--- src/rtl/cpu_pkg.sv ---
`default_nettype none
// ============================================================================
// Module      : cpu_pkg
// Description : Shared ISA opcodes, hazard-word bit map and bubble constant
//               for the 5-stage core pipeline latches.
// Revision    : 1.0 - initial release
// ============================================================================
package cpu_pkg;

    localparam logic [4:0] OP_RTYPE = 5'b00000;
    localparam logic [4:0] OP_J     = 5'b00001;
    localparam logic [4:0] OP_BNE   = 5'b00010;
    localparam logic [4:0] OP_JAL   = 5'b00011;
    localparam logic [4:0] OP_JR    = 5'b00100;
    localparam logic [4:0] OP_ADDI  = 5'b00101;
    localparam logic [4:0] OP_BLT   = 5'b00110;
    localparam logic [4:0] OP_SW    = 5'b00111;
    localparam logic [4:0] OP_LW    = 5'b01000;
    localparam logic [4:0] OP_SETX  = 5'b10101;
    localparam logic [4:0] OP_BEX   = 5'b10110;

    localparam logic [4:0] REG_STATUS = 5'd30;
    localparam logic [4:0] REG_LINK   = 5'd31;

    localparam int RA_LSB  = 0;
    localparam int RB_LSB  = 5;
    localparam int WR_LSB  = 10;
    localparam int RWE_BIT = 18;
    localparam int LW_BIT  = 29;
    localparam int SW_BIT  = 30;
    localparam int W30_BIT = 31;

    localparam logic [31:0] NOP = 32'h0000_0000;

    function automatic logic [4:0] insn_opcode(input logic [31:0] insn);
        return insn[31:27];
    endfunction

    function automatic logic [4:0] insn_rd(input logic [31:0] insn);
        return insn[26:22];
    endfunction

    function automatic logic [4:0] insn_rs(input logic [31:0] insn);
        return insn[21:17];
    endfunction

    function automatic logic [4:0] insn_rt(input logic [31:0] insn);
        return insn[16:12];
    endfunction

endpackage : cpu_pkg
`default_nettype wire

--- src/rtl/hazard_word_enc.sv ---
`default_nettype none
// ============================================================================
// Module      : hazard_word_enc
// Description : Combinational instruction -> 32-bit hazard word encoder.
// Revision    : 1.0 - initial release
// ============================================================================
module hazard_word_enc
    import cpu_pkg::*;
(
    input  logic [31:0] i_insn,
    output logic [31:0] o_word
);

    logic [4:0] w_op;
    logic [4:0] w_rd;
    logic [4:0] w_rs;
    logic [4:0] w_rt;
    logic [4:0] w_ra;
    logic [4:0] w_rb;
    logic [4:0] w_wr;
    logic       w_rwe;
    logic       w_lw;
    logic       w_sw;
    logic       w_w30;
    logic       w_unused_bits;

    assign w_op = insn_opcode(i_insn);
    assign w_rd = insn_rd(i_insn);
    assign w_rs = insn_rs(i_insn);
    assign w_rt = insn_rt(i_insn);

    // Immediate / aluop / shamt bits never affect register hazards.
    assign w_unused_bits = ^i_insn[11:0];

    always_comb begin
        w_ra  = 5'd0;
        w_rb  = 5'd0;
        w_wr  = 5'd0;
        w_rwe = 1'b0;
        w_lw  = 1'b0;
        w_sw  = 1'b0;
        w_w30 = 1'b0;
        case (w_op)
            OP_RTYPE: begin
                w_ra  = w_rs;
                w_rb  = w_rt;
                w_wr  = w_rd;
                w_rwe = 1'b1;
            end
            OP_ADDI: begin
                w_ra  = w_rs;
                w_wr  = w_rd;
                w_rwe = 1'b1;
            end
            OP_LW: begin
                w_ra  = w_rs;
                w_wr  = w_rd;
                w_rwe = 1'b1;
                w_lw  = 1'b1;
            end
            OP_SW: begin
                w_ra = w_rs;
                w_rb = w_rd;
                w_sw = 1'b1;
            end
            OP_BNE, OP_BLT: begin
                w_ra = w_rd;
                w_rb = w_rs;
            end
            OP_JR: begin
                w_ra = w_rd;
            end
            OP_JAL: begin
                w_wr  = REG_LINK;
                w_rwe = 1'b1;
            end
            OP_BEX: begin
                w_ra = REG_STATUS;
            end
            OP_SETX: begin
                w_wr  = REG_STATUS;
                w_rwe = 1'b1;
                w_w30 = 1'b1;
            end
            default: ;
        endcase
    end

    always_comb begin
        o_word                 = 32'h0000_0000;
        o_word[RA_LSB +: 5]    = w_ra;
        o_word[RB_LSB +: 5]    = w_rb;
        o_word[WR_LSB +: 5]    = w_wr;
        o_word[RWE_BIT]        = w_rwe;
        o_word[LW_BIT]         = w_lw;
        o_word[SW_BIT]         = w_sw;
        o_word[W30_BIT]        = w_w30;
    end

endmodule : hazard_word_enc
`default_nettype wire

--- src/rtl/dx_pipe_latch.sv ---
`default_nettype none
// ============================================================================
// Module      : dx_pipe_latch
// Description : Decode/execute pipeline register with hazard word, stall /
//               multdiv hold, flush bubble and saturating stall counter.
// Revision    : 1.0 - initial release
// ============================================================================
module dx_pipe_latch
    import cpu_pkg::*;
#(
    parameter int          CNT_W    = 16,
    parameter logic [31:0] NOP_INSN = NOP
) (
    input  logic             clock,
    input  logic             reset,
    input  logic [31:0]      fd_insn,
    input  logic [31:0]      fd_pc,
    input  logic             fd_valid,
    input  logic             stall,
    input  logic             flush,
    input  logic             md_busy,
    output logic [31:0]      dx_insn,
    output logic [31:0]      dx_pc,
    output logic [31:0]      dx_byp,
    output logic             dx_valid,
    output logic             pc_en,
    output logic             fd_en,
    output logic             xm_bubble,
    output logic [CNT_W-1:0] bubble_cnt
);

    localparam logic [CNT_W-1:0] c_cnt_one = {{(CNT_W-1){1'b0}}, 1'b1};

    logic [31:0]      r_insn;
    logic [31:0]      r_pc;
    logic [31:0]      r_byp;
    logic             r_valid;
    logic [CNT_W-1:0] r_cnt;

    logic [31:0]      w_word;
    logic             w_busy_e;
    logic             w_stall_e;
    logic             w_hold;

    hazard_word_enc u_enc (
        .i_insn (fd_insn),
        .o_word (w_word)
    );

    // A hold is only meaningful while DX carries a real instruction.
    assign w_busy_e  = md_busy & r_valid;
    assign w_stall_e = stall & r_valid;
    assign w_hold    = w_busy_e | w_stall_e;

    assign pc_en     = reset | ~w_hold;
    assign fd_en     = reset | ~w_hold;
    assign xm_bubble = reset | w_hold;

    always_ff @(posedge clock) begin
        if (reset) begin
            r_insn  <= NOP_INSN;
            r_pc    <= 32'h0000_0000;
            r_byp   <= 32'h0000_0000;
            r_valid <= 1'b0;
            r_cnt   <= '0;
        end else if (w_busy_e) begin
            r_insn  <= r_insn;
        end else if (w_stall_e) begin
            if (r_cnt != {CNT_W{1'b1}}) begin
                r_cnt <= r_cnt + c_cnt_one;
            end
        end else if (flush) begin
            r_insn  <= NOP_INSN;
            r_pc    <= fd_pc;
            r_byp   <= 32'h0000_0000;
            r_valid <= 1'b0;
        end else begin
            r_insn  <= fd_insn;
            r_pc    <= fd_pc;
            r_byp   <= fd_valid ? w_word : 32'h0000_0000;
            r_valid <= fd_valid;
        end
    end

    assign dx_insn    = r_insn;
    assign dx_pc      = r_pc;
    assign dx_byp     = r_byp;
    assign dx_valid   = r_valid;
    assign bubble_cnt = r_cnt;

endmodule : dx_pipe_latch
`default_nettype wire
--- config.mk ---
export PLATFORM = sky130hd
export DESIGN_NAME = dx_pipe_latch
export DESIGN_NICKNAME = d
export VERILOG_FILES = /design/src/rtl/cpu_pkg.sv /design/src/rtl/hazard_word_enc.sv /design/src/rtl/dx_pipe_latch.sv
export SDC_FILE = /design/constraint.sdc
export NUM_CORES = 1
export LEC_CHECK = 0
export BUFFER_PORTS_ARGS = -buffer_cell sky130_fd_sc_hd__buf_4
export CAP_MARGIN = 40
export CORE_UTILIZATION = 46
export CTS_CLUSTER_SIZE = 30
export DETAILED_ROUTE_END_ITERATION = 8
export PLACE_DENSITY = 0.77
export REMOVE_ABC_BUFFERS = 1
export SLEW_MARGIN = 0
export SYNTH_ARGS = -nofsm -noshare
export SYNTH_HDL_FRONTEND = slang
export SYNTH_SLANG_ARGS = --single-unit
--- constraint.sdc ---
create_clock -name clock -period 1.95 [get_ports clock]
set_input_delay 0.0975 -clock clock [delete_from_list [all_inputs] [get_ports clock]]
set_output_delay 0.0975 -clock clock [all_outputs]
set_load 0.1 [all_outputs]
==> Yosys cells after proc, flatten, opt, wreduce, memory -nomap -nowiden <==
Cells that the tools add are included.
{ "totals": {"register_bits": 113, "input_bits": 70, "output_inout_bits": 116, "word_cells": 43} }
{ "classes": {"n_addsub": 1, "eq_ne": 10, "muxes": 11, "bitwise": 8, "n_reduce_logical": 8} }
{ "op_table": {"columns": ["op", "n"], "rows": [
  ["$mux W32", 3],
  ["$pmux W5 S3", 3],
  ["$eq A5 B3 Y1 const B", 4],
  ["$add A16 B1 Y16 const B", 1],
  ["$ne A16 B16 Y1 const B", 1],
  ["$eq A5 B2 Y1 const B", 2],
  ["$eq A5 B5 Y1 const B", 2],
  ["$reduce_or A3 Y1", 2],
  ["$eq A5 B4 Y1 const B", 1],
  ["$logic_not A5 Y1", 1],
  ["$mux W1", 5],
  ["$reduce_or A5 Y1", 1],
  ["$reduce_or A4 Y1", 1],
  ["$not A1 Y1", 3],
  ["$or A1 B1 Y1", 3],
  ["$reduce_and A3 Y1", 1],
  ["$and A1 B1 Y1", 2],
  ["$reduce_and A2 Y1", 1],
  ["$reduce_or A2 Y1", 1]
]} }

==> Logic depth before layout (Yosys ltp) <==
{ "logic_depth": {"word_depth": 5, "ltp_mapped": 6, "depth_no_buf": 5} }

==> Hierarchy <==
Synthesis repeated with hierarchy kept, for this count alone.
{ "unflattened": {"hier_cells": 407, "area_unflattened_um2": 4448.0} }
{ "modules_own_cells": {"columns": ["mod", "instances", "cells_each", "area_per_inst_um2"], "rows": [
  ["dx_pipe_latch", 1, 334, 3902.5],
  ["hazard_word_enc", 1, 73, 545.5]
]} }

==> Worst setup path before layout <==
OpenSTA, ideal clock, no wires.
{ "synth_path": {"kind": "reg-to-output", "from": "register r_valid, in the netlist dx_valid", "to": "output pc_en", "arrival_time_ns": 2.796, "path_slack_ns": -0.944, "stages_incl_launch_ff": 6, "path_buffers": 2, "path_cell_list": "dfxtp_1 -> o21ai_1 -> nor2_1 -> clkbuf_1 -> inv_1 -> buf_4"} }
{ "synth_via": {"elab_chain_len": 4, "elab_cells_between_ends": 5} }
{ "synth_lines": {"columns": ["item", "line", "source"], "rows": [
  ["start, declared", "dx_pipe_latch.sv:37", "logic r_valid;"],
  ["start signal, assigned", "dx_pipe_latch.sv:81", "r_valid <= fd_valid;"],
  ["$and A1 B1 Y1, on equally long branches", "dx_pipe_latch.sv:51, dx_pipe_latch.sv:52", null],
  ["$or A1 B1 Y1 *", "dx_pipe_latch.sv:53", "assign w_hold = w_busy_e | w_stall_e;"],
  ["$not A1 Y1 *", null, null],
  ["$or A1 B1 Y1 *", null, null],
  ["end, declared", "dx_pipe_latch.sv:26", "output logic pc_en,"]
]} }
Every way passes the cells marked *; elsewhere a longest branch is shown, timed or not.

==> Final worst setup path <==
{ "layout_path": {"from": "register r_cnt[0], in the netlist bubble_cnt[0]", "to": "register r_cnt[12], in the netlist bubble_cnt[12]"} }
{ "layout_via": {"elab_chain_len": 2, "elab_cells_between_ends": 3} }
{ "layout_lines": {"columns": ["item", "line", "source"], "rows": [
  ["start, declared", "dx_pipe_latch.sv:38", "logic [CNT_W-1:0] r_cnt;"],
  ["start signal, assigned", "dx_pipe_latch.sv:70", "r_cnt <= r_cnt + c_cnt_one;"],
  ["branches (longest 2 deep; another with $add A16 B1 Y16)", null, null]
]} }
Parallel ways; which one is timed is not known.
A chain may end at the register's enable or synchronous reset.

==> impl_metrics.py <==
metrics = {
    "outcome": {
        "outcome": "finished, final reports clean",
    },
    "logic_synthesis": {
        "syn_inst": 436,
        "synth_edf_count": 0,
        "synth_top_area_frac": 0.500,
        "yosys.area.top_type": "dfxtp_1",
        "yosysMostFrequentCell": "dfxtp_1",
        "yosys_warnings": 0,
        "ys_seq_area_frac": 0.500,
        "synth_seq_cells": 100,
        "ys_top_cells_by_area": "dfxtp_1 50%, a22o_1 8.5%, nand2_1 7.5%",
        "ys.flop_type": "dfxtp_1",
        "yosys.cell_types.count": 53,
        "async_flop_share": 0,
        "synth_top_cells_by_count": "100 x dfxtp_1, 80 x nand2_1, 51 x a21oi_1, 39 x a22o_1, 17 x o21ai_0",
        "synth.avg_cell_area_um2": 9.18,
        "synth_area_mm2": 0.00400,
    },
    "global_routing": {
        "grt_pass1_vias": 3912,
        "track_usage": 0.264,
        "grt_max_degree": 52,
        "grt_overflow": 0,
        "grt_pass1_wl_um": 18600,
        "antenna_found_initial": 0,
    },
    "clock_network": {
        "cts_tree": "yes",
        "cts_buffer_depth": 2,
        "clock_sinks": 100,
        "h-tree-depth": 3,
        "cts_root_buf": "clkbuf_8",
        "clk_pin_slew_ns": 0.10,
        "cts-buffers-inserted": 9,
        "clock_latency_ns": 0.37,
    },
    "floorplan": {
        "ios": 186,
        "start_util": 0.482,
        "die_w_um": 95.3,
        "die_y_um": 95.3,
        "die_area_mm2": 0.00908,
        "placementRows": 33,
        "core_area_mm2": 0.00830,
    },
    "worst_setup_path": {
        "cp_slowest_stage_delay_ns": 0.43,
        "required_ns": 2.22,
        "criticalPathCategory": "reg -> reg",
        "critical_path.top_delay_family": "simple AND/OR/NAND/NOR gates",
        "rr_startpoint": "bubble_cnt[0]",
        "r2r_cells": 5,
        "crit_chain": "ha_1 -> nand3_2 -> or2_1 -> nor3b_1 -> mux2_2",
        "crit_buf_inv": 0,
        "reg2reg_slack_ns": 0.18,
        "path_max_fanout": 8,
        "cp_data_arrival_time_ns": 2.03,
        "cp-end-kind": "register",
        "cpMaxStageDelayCell": "dfxtp_2",
        "r2r_end": "bubble_cnt[12]",
        "start_kind": "register",
    },
    "timing": {
        "hold-worst-slack_ns": 0.0143,
        "max_freq_mhz": 566,
        "hold_viol_final": 0,
        "layout_setup_ws_ns": 0.184,
        "slew_headroom": 0.627,
        "max_slew.worst_pin.slew_ns": 0.556,
        "final-setup-viol-count": 0,
        "finClkSkew_ns": 0.0153,
        "finalSetupTns_ns": 0,
        "rsz0062_at_grt": "no",
        "final.period_utilization": 0.906,
        "slew_violations": 0,
        "min_period_ns": 1.77,
    },
    "cells_and_area": {
        "fillCellCount": 599,
        "drive_gt1_frac": 0.327,
        "area_delta_synth_final_pct": 55.2,
        "diodes": 0,
        "fin_cells": 772,
        "nNetsFinal": 734,
    },
    "route": {
        "drtAntennaViolNets": 0,
        "wl_um": 12000,
        "viasPerCell": 5.36,
        "wl_per_cell_um": 15.6,
        "num_vias": 4139,
        "drt_pass1_iterations": 5,
        "route.detailed.drc": 0,
        "drt_iter0_drc": 131,
    },
    "min_path": {
        "min_to": "dx_insn[31]",
        "hold_class": "in -> reg",
        "min_from": "fd_insn[31]",
        "whs_path_depth": 2,
    },
    "run": {
        "maxCapViolCount": 0,
    },
    "placed_design": {
        "place_ws_ns": 0.141,
        "io_buffers": 172,
        "gp_congestion": 0.801,
        "place_inst": 696,
        "hpwl_um": 7710,
    },
    "power_and_ir_drop": {
        "max-vdd-ir-drop_mv": 0.423,
        "p_per_area_mw_per_mm2": 811,
        "swShare": 0.339,
        "pwr-share-clk": 0.310,
        "p_sw_mw": 1.71,
        "power.internal_mw": 3.33,
        "p_leak_nw": 2.80,
        "p_seq_frac": 0.430,
        "combPwrFrac": 0.260,
    },
}
==> flip-flops by register name, indices dropped and copies added, names as in the netlist <==
| signal | cells |
|---|---|
| bubble_cnt | 16 |
| dx_byp | 19 |
| dx_insn | 32 |
| dx_valid | 1 |
| dx_pc | 32 |
==> worst register-to-register path: stages (launching register included) <==
cell	delay (ns)
dfxtp_2	0.43
ha_1	0.23
nand3_2	0.16
or2_1	0.28
nor3b_1	0.22
mux2_2	0.35
==> metal layers <==
layer / routed length (um) / share of wire / vias to the layer above / global-route usage
met3: 861 / 0.072 / 28 / 0.0630
met1: 4800 / 0.40 / 1938 / 0.298
met5: 0 / 0 / - / 0
met4: 332 / 0.028 / 0 / 0.119
li1: - / - / 2000 / -
met2: 6040 / 0.50 / 173 / 0.469
==> per-stage QoR <==
step           power [mW]   util  cell area, um2
2_1_floorplan        3.06      -            3810
3_3_place_gp         3.39  0.643            5340
3_5_place_dp         3.41  0.646            5360
4_1_cts              5.05  0.748            6210
5_1_grt              5.19  0.748            6210
6_report             5.04  0.748            6210
==> cells by family after synthesis <==
family / Yosys count / share of synthesized area
buf+inv: 45 / 0.0622
mux: 6 / 0.0166
fa+ha+maj: 1 / 0.00313
other cells: 1 / 0.000937
flops: 100 / 0.500
compound gates: 129 / 0.218
simple gates: 154 / 0.199
==> how the worst max path moves through the flow <==
stage | from | endpoint | slack [ns] | cells after the start
2_1_floorplan | dx_valid | fd_en | -3.35 | 3
3_3_place_gp | dx_valid | dx_byp[29] | 0.15 | 4
4_1_cts | bubble_cnt[0] | bubble_cnt[12] | 0.07 | 5
6_report | bubble_cnt[0] | bubble_cnt[12] | 0.18 | 5
5_1_grt | dx_valid | bubble_cnt[10] | 0.09 | 4
3_5_place_dp | bubble_cnt[0] | bubble_cnt[12] | 0.14 | 5
==> cell type report <==
| class | instances | area [um2] | share of cell area |
|---|---|---|---|
| flip-flops and latches | 100 | 2000 | 0.323 |
| well taps | 105 | 131 | 0.0212 |
| multi-input cells | 303 | 1810 | 0.292 |
| inverters | 4 | 15.0 | 0.00242 |
| clock inverters | 6 | 111 | 0.0179 |
| repair buffers | 245 | 2010 | 0.324 |
| clock buffers | 9 | 124 | 0.0199 |
==> power groups by stage <==
stage	combinational [mW]	clock [mW]	sequential, mW
6_report	1.31	1.56	2.17
5_1_grt	1.36	1.65	2.18
4_1_cts	1.30	1.58	2.17
3_5_place_dp	1.20	0	2.21
3_3_place_gp	1.18	0	2.21
2_1_floorplan	0.280	0	2.78
==> cell usage in the layout, fill, tap and decap left out, drive strengths merged, types with 3 or more instances in the layout <==
| master | netlist | final |
|---|---|---|
| nor2 | 13 | 13 |
| dfxtp | 100 | 100 |
| a222oi | 5 | 5 |
| o31ai | 4 | 4 |
| nor2b | 6 | 6 |
| or4 | 3 | 3 |
| a22o | 39 | 39 |
| nor4 | 4 | 4 |
| a21oi | 51 | 51 |
| nand4 | 10 | 10 |
| dlygate4sd3 | 0 | 61 |
| and4 | 3 | 3 |
| nand2b | 6 | 6 |
| bufinv | 0 | 3 |
| buf | 27 | 184 |
| clkbuf | 14 | 9 |
| mux2 | 5 | 5 |
| nor3 | 5 | 5 |
| nand2 | 81 | 81 |
| inv | 4 | 5 |
| nand3 | 5 | 5 |
| and3 | 4 | 4 |
| o21ai | 19 | 19 |
| conb | 1 | 13 |
| o2bb2ai | 4 | 4 |
| or3 | 6 | 6 |
==> repair_timing <==
| item | 4_1_cts | 5_1_grt |
|---|---|---|
| hold buffers | 61 | 0 |
| endpoints found under the setup margin | 0 | 2 |
| hold endpoints to repair | 61 | 0 |
| gates resized for setup | 0 | 1 |
| setup buffers | 0 | 0 |
Note: power is estimated with default switching activity, not from simulation.
